`config.mk`:
```
export PLATFORM = sky130hd
export DESIGN_NAME = fetch_decode
export DESIGN_NICKNAME = d
export VERILOG_FILES = /design/src/rtl/fetch_decode.sv
export SDC_FILE = /design/constraint.sdc
export NUM_CORES = 1
export LEC_CHECK = 0
export BUFFER_PORTS_ARGS = -buffer_cell sky130_fd_sc_hd__clkbuf_2
export CAP_MARGIN = 25
export CELL_PAD_IN_SITES_DETAIL_PLACEMENT = 0
export CELL_PAD_IN_SITES_GLOBAL_PLACEMENT = 1
export CORE_ASPECT_RATIO = 1.75
export CORE_MARGIN = 2
export CORE_UTILIZATION = 50
export CTS_BUF_LIST = sky130_fd_sc_hd__clkbuf_4 sky130_fd_sc_hd__clkbuf_8 sky130_fd_sc_hd__clkbuf_16
export DETAILED_ROUTE_END_ITERATION = 12
export PLACE_DENSITY_LB_ADDON = 0.1
export SYNTH_ARGS = -nofsm -noshare
export SYNTH_HDL_FRONTEND = slang
export SYNTH_SLANG_ARGS = --single-unit
export TNS_END_PERCENT = 50
```
`constraint.sdc`:
```
create_clock -name clk -period 6.59 [get_ports clk]
set_input_delay 0.3295 -clock clk [delete_from_list [all_inputs] [get_ports clk]]
set_output_delay 0.3295 -clock clk [all_outputs]
set_load 0.01 [all_outputs]
```
`src/rtl/fetch_decode.sv`:
```
// Fetch/decode front end: 16-entry instruction memory, 4-bit PC, and a
// valid/ready issue port feeding a downstream execute stage.
module fetch_decode #(
    parameter int IMEM_DEPTH = 16
) (
    input  logic       clk,
    input  logic       reset,
    input  logic       prog_we,
    input  logic [3:0] prog_addr,
    input  logic [7:0] prog_data,
    input  logic       start,
    input  logic [3:0] run_len,
    input  logic       issue_ready,
    output logic       issue_valid,
    output logic [1:0] op_code,
    output logic [1:0] src_addr1,
    output logic [1:0] src_addr2,
    output logic [1:0] dest_addr,
    output logic [3:0] pc,
    output logic       busy,
    output logic       done
);

    typedef enum logic [2:0] {
        IDLE,
        FETCH,
        DECODE,
        ISSUE,
        DONE
    } state_t;

    state_t     state;
    logic [7:0] ir;
    logic [4:0] remaining;
    logic [7:0] imem [IMEM_DEPTH];

    // Memory has no reset so program contents survive a reset.
    always_ff @(posedge clk) begin
        if (!reset && state == IDLE && prog_we) begin
            imem[prog_addr] <= prog_data;
        end
    end

    // pc also serves as the issued count: both start at 0 and step once per handshake.
    always_ff @(posedge clk) begin
        if (reset) begin
            state       <= IDLE;
            ir          <= '0;
            remaining   <= '0;
            pc          <= '0;
            issue_valid <= 1'b0;
            op_code     <= '0;
            src_addr1   <= '0;
            src_addr2   <= '0;
            dest_addr   <= '0;
            busy        <= 1'b0;
            done        <= 1'b0;
        end else begin
            case (state)
                IDLE: begin
                    done <= 1'b0;
                    if (start) begin
                        state     <= FETCH;
                        busy      <= 1'b1;
                        pc        <= '0;
                        remaining <= (run_len == 4'd0) ? 5'd16 : {1'b0, run_len};
                    end
                end
                FETCH: begin
                    ir    <= imem[pc];
                    state <= DECODE;
                end
                DECODE: begin
                    op_code     <= ir[7:6];
                    dest_addr   <= ir[5:4];
                    src_addr1   <= ir[3:2];
                    src_addr2   <= ir[1:0];
                    issue_valid <= 1'b1;
                    state       <= ISSUE;
                end
                ISSUE: begin
                    if (issue_ready) begin
                        issue_valid <= 1'b0;
                        remaining   <= remaining - 5'd1;
                        pc          <= pc + 4'd1;
                        if (remaining == 5'd1) begin
                            state <= DONE;
                            done  <= 1'b1;
                        end else begin
                            state <= FETCH;
                        end
                    end
                end
                DONE: begin
                    done  <= 1'b0;
                    busy  <= 1'b0;
                    state <= IDLE;
                end
                default: begin
                    state <= IDLE;
                    busy  <= 1'b0;
                    done  <= 1'b0;
                end
            endcase
        end
    end

endmodule

```
==> qor.txt <==
DIE HEIGHT: 152 µm
routed len/inst: 20.6 µm
most common cell after layout, fill and taps aside: edfxtp_1
port bufs: 35
RR Endpoint: ir[4]$_SDFFE_PP0P_
Setup Viol. Count Final: 0
first-pass GRT wire length: 19.4 mm
cts repair resizes: 0
routing usage on met1: 23.3%
Post-Syn Nets: 416
final hold vios: 0
Placer Congestion: 0.767
Setup Skew: 0.0119 ns
Slew Viols, Final: 0
CP Class: reg2reg
total track usage: 20.0%
DR vias/cell: 5.51
Synth Register Bits: 159
first-pass iteration count of the detailed router: 4
crit path from: pc[1]$_SDFFE_PP0P_
number of fill cells: 983
YS warnings: 0
grt total ovfl: 0
antenna violations before repair: 0
WL final: 12.6 mm
highest ir drop seen on vdd: 0.000219 V
CTS tree: done
Area after DPL: 6580 µm²
most frequent cells in the layout: edfxtp_1 (128), nand2_1 (35), clkbuf_2 (35)
WHS: 0.301 ns
non-filler cells, final: 612
area delta synth->final: 14.4%
minimum clock period: 2.37 ns
via count: 3,374
largest net degree at the start of global routing: 29
status: finished clean
CP startpoint kind: flop
Setup Fix Bufs, Post-CTS: 0
area of the die: 13,500 µm²
CP arrival: 2.65 ns
clock-pin slew on the worst setup and hold paths: 0.07 ns
Initial DRC Count: 225
Worst-Skew Late Latency: 0.42 ns
DRC: 0
clock sinks: 159
Placed Cells incl. Taps: 578
vias in the first global route: 3,410
Final ANT Viol Nets: 0
TritonCTS Buffers: 17
syn_area_per_cell: 16.0 µm²
unrepaired setup endpoints after global routing: false
ant diodes: 0
Die X: 88.7 µm
relative slew slack: 33.1%
Post-Layout Inst Area: 7190 µm²
CP endpoint kind: flop
hold bufs inserted after CTS: 0
layout cells sized above 1: 24.3%
Seq/Total Area, Yosys: 71.0%
crit-path max FO: 26
CTS Root Cell: clkbuf_16
met2 GRT Util: 35.9%
Rows: 54
Max Clk Rate: 422 MHz
critical path data required time: 6.87 ns
leakage power: 2.29 nW
Worst-Margin Slew: 1.00 ns
met3 Use GR: 4.01%
I/O pin count: 36
Distinct cells, synth: 45
CP endpoint: ir[4]$_SDFFE_PP0P_
Hold Path Class: in2reg
P per Cell Area: 297 nW/µm²
final setup TNS: 0 ns
Mapped Cells: 392
Starting Density: 50.8%
nets: 455
CTS H-tree lvls: 4
reg2reg setup slack: 4.22 ns
detailed placement HPWL: 8.74 mm
r2r worst-path depth: 4
final cycle utilization of the critical path: 35.9%
Max clock buf depth: 2
# Max-Cap Violations: 0
Netlist Area Pre-Place: 6280 µm²
GRT Max-Usage Layer: met2
Core Region: 12,400 µm²
worst r2r src: pc[1]$_SDFFE_PP0P_
==> registers in the layout, summed over array words and instances, names as in the netlist, 3 cells and up <==
| signal | cells |
|---|---|
| pc | 4 |
| remaining | 5 |
| state | 3 |
| ir | 8 |
| imem | 128 |
==> worst min path at each step <==
stage                               from                        end  slack, ns  cells after the start
3_3_place_gp   src_addr1[0]$_SDFFE_PP0P_  src_addr1[0]$_SDFFE_PP0P_       0.45                      2
6_report                           start          busy$_SDFFE_PP0P_       0.30                      3
4_1_cts                      issue_ready          done$_SDFFE_PP0P_       0.29                      3
2_1_floorplan               prog_data[0]       imem[0][0]$_DFFE_PP_       0.43                      0
5_1_grt                      issue_ready          done$_SDFFE_PP0P_       0.29                      3
3_5_place_dp   src_addr1[0]$_SDFFE_PP0P_  src_addr1[0]$_SDFFE_PP0P_       0.45                      2
==> final cells by class <==
type                            count  area, µm²  share of cell area, %
Multi-Input combinational cell    208       1690                   23.5
Tap cell                          168        210                   2.93
Sequential cell                   159       4470                   62.1
Inverter                            4       15.0                  0.209
Clock inverter                     15        169                   2.35
Timing Repair Buffer               41        213                   2.96
Clock buffer                       17        425                   5.92
==> worst max-delay path: stages (launching register included) <==
cell	delay, ns
dfxtp_2	0.71
buf_4	0.54
mux4_2	0.57
mux2i_1	0.27
o211ai_1	0.12
==> through the flow <==
step           setup slack [ns]  utilization [%]  total power [mW]
2_1_floorplan              4.32                -              1.18
3_3_place_gp               3.82             53.1              1.21
3_5_place_dp               3.78             53.2              1.22
4_1_cts                    4.02             58.0              2.16
5_1_grt                    4.04             58.1              2.21
6_report                   4.22             58.1              2.13
==> metal layers <==
layer / part of all wire [%] / vias up
li1: - / 1606
met1: 39 / 1695
met2: 57 / 64
met3: 2.5 / 9
met4: 1.4 / 0
met5: 0 / -
==> Yosys cell counts (all sizes together) <==
| cell | instances | share of area, % |
|---|---|---|
| edfxtp | 128 | 61 |
| or3b | 3 | 0.46 |
| mux2 | 5 | 0.90 |
| and3 | 2 | 0.20 |
| mux4 | 24 | 8.6 |
| nand4 | 1 | 0.10 |
| clkbuf | 8 | 0.48 |
| nand4b | 1 | 0.14 |
| o211ai | 11 | 1.3 |
| a211o | 1 | 0.14 |
| o221a | 1 | 0.18 |
| nor2b | 3 | 0.30 |
| nor2 | 25 | 1.5 |
| a211oi | 1 | 0.12 |
| a31oi | 1 | 0.10 |
| or2 | 1 | 0.10 |
| and2 | 2 | 0.20 |
| inv | 4 | 0.24 |
| o31a | 1 | 0.14 |
| dfxtp | 31 | 9.9 |
| nor4 | 2 | 0.20 |
| a22oi | 8 | 0.96 |
| a21o | 2 | 0.24 |
| nand2 | 35 | 2.1 |
| buf | 13 | 1.4 |
| nand3 | 3 | 0.24 |
| a2bb2oi | 1 | 0.14 |
| nor4b | 1 | 0.14 |
| nor3b | 2 | 0.24 |
| nand3b | 4 | 0.48 |
| o21ai | 11 | 0.88 |
| mux2i | 20 | 3.2 |
| a32oi | 1 | 0.14 |
| nor3 | 6 | 0.48 |
| nand2b | 3 | 0.30 |
| and3b | 2 | 0.28 |
| a21boi | 1 | 0.12 |
| xnor2 | 1 | 0.14 |
| ha | 3 | 0.60 |
| a21oi | 17 | 1.4 |
| or3 | 2 | 0.20 |
==> kinds of logic after synthesis <==
logic type                 share of synthesized area, %
AOI/OAI and AO/OA                                  5.81
xor gates and xnor gates                          0.139
adders and majority gates                         0.597
buffers and inverters                              2.09
DFF                                                71.0
muxes                                              12.7
and+or+nand+nor                                    7.63
==> report_power, final <==
part	internal (mW)	switching (mW)
sequential	1.10	0.0141
clock	0.509	0.433
combinational	0.0284	0.0518
total	1.64	0.499
(Power assumes the default switching activity.)
